<file path="config.mk">
export PLATFORM = sky130hd
export DESIGN_NAME = fetch_prefetch_unit
export DESIGN_NICKNAME = d
export VERILOG_FILES = /design/src/rtl/fetch_prefetch_unit.sv
export SDC_FILE = /design/constraint.sdc
export NUM_CORES = 1
export LEC_CHECK = 0
export ABC_AREA = 1
export CELL_PAD_IN_SITES_DETAIL_PLACEMENT = 1
export CELL_PAD_IN_SITES_GLOBAL_PLACEMENT = 2
export CORE_UTILIZATION = 33
export DETAILED_ROUTE_END_ITERATION = 6
export PLACE_DENSITY = 0.87
export SLEW_MARGIN = 10
export SYNTH_ARGS = -nofsm -noshare
export SYNTH_HDL_FRONTEND = slang
export SYNTH_SLANG_ARGS = --single-unit
</file>
<file path="constraint.sdc">
create_clock -name CLK -period 3 [get_ports CLK]
set_input_delay 0.6 -clock CLK [delete_from_list [all_inputs] [get_ports CLK]]
set_output_delay 0.6 -clock CLK [all_outputs]
set_load 0.005 [all_outputs]
</file>
<file path="src/rtl/fetch_prefetch_unit.sv">
// rtl/fetch_prefetch_unit.sv - prefetching instruction fetch stage with redirect flush
module fetch_prefetch_unit #(
  parameter int              XLEN     = 32,
  parameter int              DEPTH    = 4,
  parameter logic [XLEN-1:0] RESET_PC = '0
) (
  input  logic            CLK,
  input  logic            RESET,
  input  logic            StallD,
  input  logic            RedirectE,
  input  logic [XLEN-1:0] PCTargetE,
  output logic            IMemReq,
  output logic [XLEN-1:0] IMemAddr,
  input  logic            IMemReady,
  input  logic            IMemValid,
  input  logic [31:0]     IMemRData,
  output logic            ValidF,
  output logic [31:0]     InstrF,
  output logic [XLEN-1:0] PCF,
  output logic [XLEN-1:0] PCPlus4F
);

  localparam int AW = $clog2(DEPTH);
  localparam int CW = $clog2(DEPTH + 1);
  localparam logic [CW:0] LIMIT = (CW + 1)'(DEPTH);

  logic [XLEN-1:0] fetch_pc;
  logic [XLEN-1:0] resp_pc;
  logic [XLEN-1:0] redirect_pc;
  logic [XLEN-1:0] fifo_pc    [DEPTH];
  logic [31:0]     fifo_instr [DEPTH];
  logic [AW-1:0]   rd_ptr;
  logic [AW-1:0]   wr_ptr;
  logic [CW-1:0]   count;
  logic [CW-1:0]   inflight;
  logic [CW-1:0]   discard;
  logic [CW-1:0]   inflight_resp;
  logic [CW:0]     committed;
  logic            issue_ok;
  logic            issue_fire;
  logic            resp_valid;
  logic            push;
  logic            pop;
  logic            unused_tgt;

  // Handshake decode: issue only while buffered plus outstanding fetches leave room,
  // so a returning response can always be pushed without checking for full.
  always_comb begin
    committed     = {1'b0, count} + {1'b0, inflight};
    issue_ok      = !RedirectE && (committed < LIMIT);
    issue_fire    = RESET && issue_ok && IMemReady;
    resp_valid    = IMemValid && (inflight != '0);
    push          = resp_valid && (discard == '0) && !RedirectE;
    pop           = (count != '0) && !RedirectE && !StallD;
    inflight_resp = inflight - CW'(resp_valid);
    redirect_pc   = {PCTargetE[XLEN-1:2], 2'b00};
    unused_tgt    = ^PCTargetE[1:0];
  end

  // Outputs toward memory and decode; request is masked while reset is held.
  always_comb begin
    IMemReq  = RESET && issue_ok;
    IMemAddr = fetch_pc;
    ValidF   = (count != '0) && !RedirectE;
    InstrF   = fifo_instr[rd_ptr];
    PCF      = fifo_pc[rd_ptr];
    PCPlus4F = fifo_pc[rd_ptr] + XLEN'(4);
  end

  // Fetch/response PCs, FIFO pointers and request accounting; a redirect flushes
  // the FIFO and marks every still-unanswered request as stale.
  always_ff @(posedge CLK or negedge RESET) begin
    if (!RESET) begin
      fetch_pc <= RESET_PC;
      resp_pc  <= RESET_PC;
      rd_ptr   <= '0;
      wr_ptr   <= '0;
      count    <= '0;
      inflight <= '0;
      discard  <= '0;
    end else if (RedirectE) begin
      fetch_pc <= redirect_pc;
      resp_pc  <= redirect_pc;
      rd_ptr   <= '0;
      wr_ptr   <= '0;
      count    <= '0;
      inflight <= inflight_resp;
      discard  <= inflight_resp;
    end else begin
      if (issue_fire) fetch_pc <= fetch_pc + XLEN'(4);
      inflight <= inflight_resp + CW'(issue_fire);
      if (resp_valid && (discard != '0)) discard <= discard - CW'(1);
      if (push) begin
        resp_pc <= resp_pc + XLEN'(4);
        wr_ptr  <= wr_ptr + AW'(1);
      end
      if (pop) rd_ptr <= rd_ptr + AW'(1);
      count <= count + CW'(push) - CW'(pop);
    end
  end

  // FIFO storage; cleared on reset so the head reads RESET_PC and a zero word.
  always_ff @(posedge CLK or negedge RESET) begin
    if (!RESET) begin
      for (int i = 0; i < DEPTH; i++) begin
        fifo_pc[i]    <= RESET_PC;
        fifo_instr[i] <= '0;
      end
    end else if (push) begin
      fifo_pc[wr_ptr]    <= resp_pc;
      fifo_instr[wr_ptr] <= IMemRData;
    end
  end

endmodule

</file>
---- Word-level counts from Yosys, hierarchy flattened ----
Cells that the tools add are included.
storage, ports and cells
  output and inout bits ................... 130
  input port bits ......................... 70
  flip-flop bits (word level) ............. 333
operators by class
  $add $sub $neg .......................... 11
  reduce and logical (&&, ||, !) cells .... 20
  bitwise gates (word level) .............. 2
  $lt $le $gt $ge ......................... 4
  multiplexer cells ....................... 22
operators with widths
  kind                     number
  $mux W32                 9
  $bwmux W128              2
  $bmux W32 S2             2
  $add A32 B3 Y32 const B  3
  $demux W32 S2            1
  $mux W3                  4
  $logic_and A1 B1 Y1      10
  $reduce_bool A3 Y1       3
  $mux W2                  4
  $reduce_bool A2 Y1       4
  $add A3 B1 Y3            2
  $ge A3 B3 Y1 const B     2
  $not A2 Y3               2
  $sub A3 B1 Y3            2
  $add A2 B1 Y2 const B    2
  $add A3 B3 Y4            1
  $lt A4 B3 Y1 const B     1
  $logic_not A3 Y1         1
  $lt A3 B1 Y1 const B     1
  $sub A3 B1 Y3 const B    1
  $logic_not A1 Y1         2

---- Depth between registers and ports, before layout ----
  depth after elaboration ................. 7
  gate-level depth with buffers ........... 15

---- Least setup slack after synthesis ----
Ideal clock, no wire load.
  kind .................................... register to output
  from .................................... reg rd_ptr[0]
  to ...................................... out PCPlus4F[16]
  data required time ...................... 2400 ps
  slack ................................... 589 ps
  data arrival time ....................... 1811 ps
  cell stages (with the launch flop) ...... 12
  cell sequence ........................... dfrtp_1 inv_2 buf_4 nand2_1 nand2_1 nand2_1 nand2_1 ha_1 nand3_1 nor2_1 nand2_1 xor2_1
between the ends
  longest elaborated chain between the ends .. 5
RTL lines
  element                 RTL line  RTL
  from (decl)             32        logic [AW-1:0] rd_ptr;
  from (signal assigned)  97        if (pop) rd_ptr <= rd_ptr + AW'(1);
  $not A2 Y3              n/a
  $bmux W32 S2            n/a
  $mux W32 (2 in series)  n/a
  via PCF[2]              19        output logic [XLEN-1:0] PCF,
  $add A32 B3 Y32         67        PCPlus4F = fifo_pc[rd_ptr] + XLEN'(4);
  to (decl)               20        output logic [XLEN-1:0] PCPlus4F
The timed path passes the listed nets, and every way through them passes these cells. The select of a mux whose other input is x is not followed.

---- Final worst setup path ----
  from .................................... reg rd_ptr[0]
  to ...................................... out PCPlus4F[29]
between the ends
  longest elaborated chain between the ends .. 5
RTL lines
  element                                       RTL line
  $not A2 Y3 (implied by the code)              67
  $bmux W32 S2                                  67
  $mux W32 (implied by the code) (2 in series)  67
  $add A32 B3 Y32                               67
No other way between the ends. The select of a mux whose other input is x is not followed.

==> metrics <==
grt peak-use layer=met2; class of the most critical setup path=reg2out; count of unresolved DRC violations after routing=0; average wire per cell in the routed design=18.5 um; post-layout instance area=23400 um2; via count of the first global-routing pass=17300; worst flop-to-flop path startpoint=discard[0]; Max IR drop VDD=0.000350 V; CTS tree=done; initial antenna violation count=0; share of flip-flops with an asynchronous set or reset=1.00; Critical Path RT=2.40 ns; clock buffer count from CTS=38; area of the core region=50500 um2; starting utilization of the core area=0.337; violated checks=negative setup slack; Mapped Avg Cell Area=7.39 um2; outcome=complete, but fails checks; number of maximum-capacitance constraint violations=0; Worst Skew=0.0124 ns; post-synthesis register bit count=321; setup repair after global routing missed its margin=yes; most frequent cell after synthesis=nand2_1; area of the mapped netlist=17000 um2; most used flip-flop cell after synthesis=dfrtp_1; HP Class=in2async; post-layout worst setup margin=-0.291 ns; number of standard cells after synthesis=2299; Synth Area in Simple Gates=0.278; critical path's top delay family=simple AND/OR/NAND/NOR gates; Critical Path AT=2.69 ns; number of iterations in the first detailed-routing pass=5; total number of vias=16800; count of cell types in the netlist=40; share of the clock period used by the worst path after layout=1.10; biggest area consumer among synthesized cells=dfrtp_1; deepest clock path buffer count=3; count of warnings emitted by yosys=0; CTS H-Tree Depth=2; share of the synthesized area in the top cell type=0.473; I/O pin total=200; Critical Path Most Common Cell=nand2_1; Slew Limit Headroom=0.334; die extent in y=229 um; critical path peak fanout=8; element type at the critical path start=flip-flop; maximum number of pins on one net before global-route repair=172; cell area after placement=20200 um2; dominant cells by area after synthesis=dfrtp_1, nand2_1, o21ai_0; count of pins over their slew limit=0; leakage power total=11.5 nW; FP Rows=82; slew at the pin closest to its max-slew limit=0.998 ns; cell chain of the critical path=clkinv_8 > buf_12 > nand2_1 > nand2_1 > nand2_1 > nand2_2 > buf_4 > nand2_1 > nor2_1 > nand2_1 > nor2_1 > buf_4 > nand2_1 > nand2_1 > nand2_1 > dlymetal6s2s_1; fraction of final layout cells with drive strength greater than 1=0.198; number of buffers inserted by hold repair at cts=0; DRC marker count from the first detailed-route iteration=839; XOR/XNOR Fraction of Synth Area=0.0216; total of buffers placed on input and output ports=191; commonest cells in the synthesized netlist=nand2_1, o21ai_0, dfrtp_1, nor2_1, inv_1; post-layout min period=3.29 ns; clock latency on the worst-skew pair=0.53 ns; estimated wirelength of the detail-placed design=39300 um; compound-cell area share of the yosys netlist=0.137; layout net count=2686; maximum cell stage delay along the critical path=0.57 ns; Setup TNS=-3.61 ns; number of enable flip-flop cells after synthesis=0; total power consumption of the routed design=0.0188 W; Chip Width=229 um; CP max stage cell=dfrtp_4; power density normalized to cell area=803 nW/um2; total number of clock tree sinks=321; Final Util=0.463; wire length reported by the detailed router=60900 um; Diodes inserted=0; total grt overflow=0; grt met1 use=0.302; Die Area=52400 um2; total of fill cells in the finished design=6162; Via density=5.12; critical path startpoint=rd_ptr[0]; DP Worst Slack=-0.274 ns; maximum clock frequency=0.304 GHz; final estimated routing congestion in global placement=0.826; grt met3 use=0.0319; post-CTS clock slew at the launch and capture registers of the worst setup and hold paths=0.05 ns; number of hold-slack violations in the final timing report=0; wire length of the first global-routing pass=93600 um; Antenna Nets Post-Route=0; met2 global-route usage=0.371; combined buffer and inverter count along the critical path=5; final setup violating endpoints=24; Area growth, synth to finish=37.5%; multiplexer share of the synthesized area=0; adder-cell area share of the yosys netlist=0.0137; dominant combinational cell family by area after synthesis=simple AND/OR/NAND/NOR gates; Total Routing Usage GR=0.222; part of the Yosys area used for sequential elements=0.473; critical path capture point type=output pin; CTS Root Buffer Type=clkbuf_16
## registers in the layout (all words and copies together) (netlist names)
name,flops
count,3
fifo_instr,128
wr_ptr,2
inflight,3
rd_ptr,2
discard,3
resp_pc,30
IMemAddr,30
fifo_pc,120
## final timing paths
path                       depth (start not counted)              end  slack (ns)
max                                               16     PCPlus4F[29]       -0.29
min reg2reg                                        2   fifo_instr[89]        0.48
max in group asynchronous                          3      fifo_pc[70]        1.36
max reg2reg                                       10      fifo_pc[77]        0.53
min in group CLK                                   3      inflight[1]        0.43
min                                                2  fifo_instr[119]        0.21
## through the flow
step	cells	hold slack [ns]
after floorplan	2304	0.304
after global placement	3163	0.461
after detailed placement	3163	0.468
after CTS	3244	0.228
after global routing	3292	0.265
final	3292	0.214
## kinds of logic after synthesis
| kind of cell | after synthesis |
|---|---|
| AOI/OAI and AO/OA | 442 |
| xor gates and xnor gates | 42 |
| other | 1 |
| and+or+nand+nor | 1173 |
| adders and majority gates | 18 |
| buffers and inverters | 302 |
| DFF | 321 |
## report_power, final
group | internal (W) | total [W] | leakage [nW] | switching [W]
Combinational | 0.00402 | 0.00860 | 6.63 | 0.00458
Clock | 0.00252 | 0.00434 | 0.572 | 0.00181
Sequential | 0.00517 | 0.00583 | 4.26 | 0.000656
## cells in the final DEF, fill, tap and decap left out, types with 4 or more instances in the layout
| master | count |
|---|---|
| dfrtp_1 | 319 |
| nand2_1 | 664 |
| nor2_1 | 140 |
| nand2_2 | 111 |
| dlygate4sd2_1 | 30 |
| o22ai_1 | 27 |
| buf_6 | 27 |
| xor2_2 | 4 |
| clkdlybuf4s50_1 | 104 |
| clkbuf_16 | 47 |
| nand2_4 | 43 |
| clkbuf_8 | 8 |
| clkbuf_2 | 10 |
| a31oi_1 | 4 |
| clkbuf_1 | 8 |
| inv_2 | 7 |
| nor2_4 | 22 |
| buf_12 | 25 |
| a21oi_1 | 20 |
| dlymetal6s2s_1 | 26 |
| o21ai_0 | 352 |
| o22ai_2 | 5 |
| nand4_1 | 20 |
| xor2_1 | 37 |
| buf_4 | 116 |
| buf_16 | 6 |
| nand3_2 | 16 |
| nand3_1 | 99 |
| nor2_2 | 23 |
| o221ai_1 | 4 |
| ha_1 | 16 |
| inv_1 | 170 |
| conb_1 | 6 |
| clkinv_2 | 6 |
| nor3_1 | 23 |
| o211ai_1 | 17 |
| buf_2 | 15 |
## area by class of cell
type                            count  area [um2]  share of cell area
Timing Repair Buffer              372        3920               0.168
Multi-Input combinational cell   1681        8690               0.372
Sequential cell                   321        8040               0.344
Inverter                          183         709              0.0304
Clock inverter                      8        57.6             0.00246
Clock buffer                       54        1090              0.0467
Timing Repair inverter              1        16.3            0.000696
Tap cell                          672         841              0.0360
## metal layers
layer,vias up,part of all wire
met5,-,0
met4,0,0.021
met3,81,0.037
met2,334,0.49
met1,8446,0.45
li1,7978,-
## what timing repair did
| action | 4_1_cts | 5_1_grt |
|---|---|---|
| setup endpoints to repair | 86 | 50 |
| pin swaps | 16 | 111 |
| gates resized for setup | 180 | 317 |
| cloned | 5 | 11 |
| buffers inserted | 14 | 37 |
No activity file was read; power rests on OpenSTA's default activity.
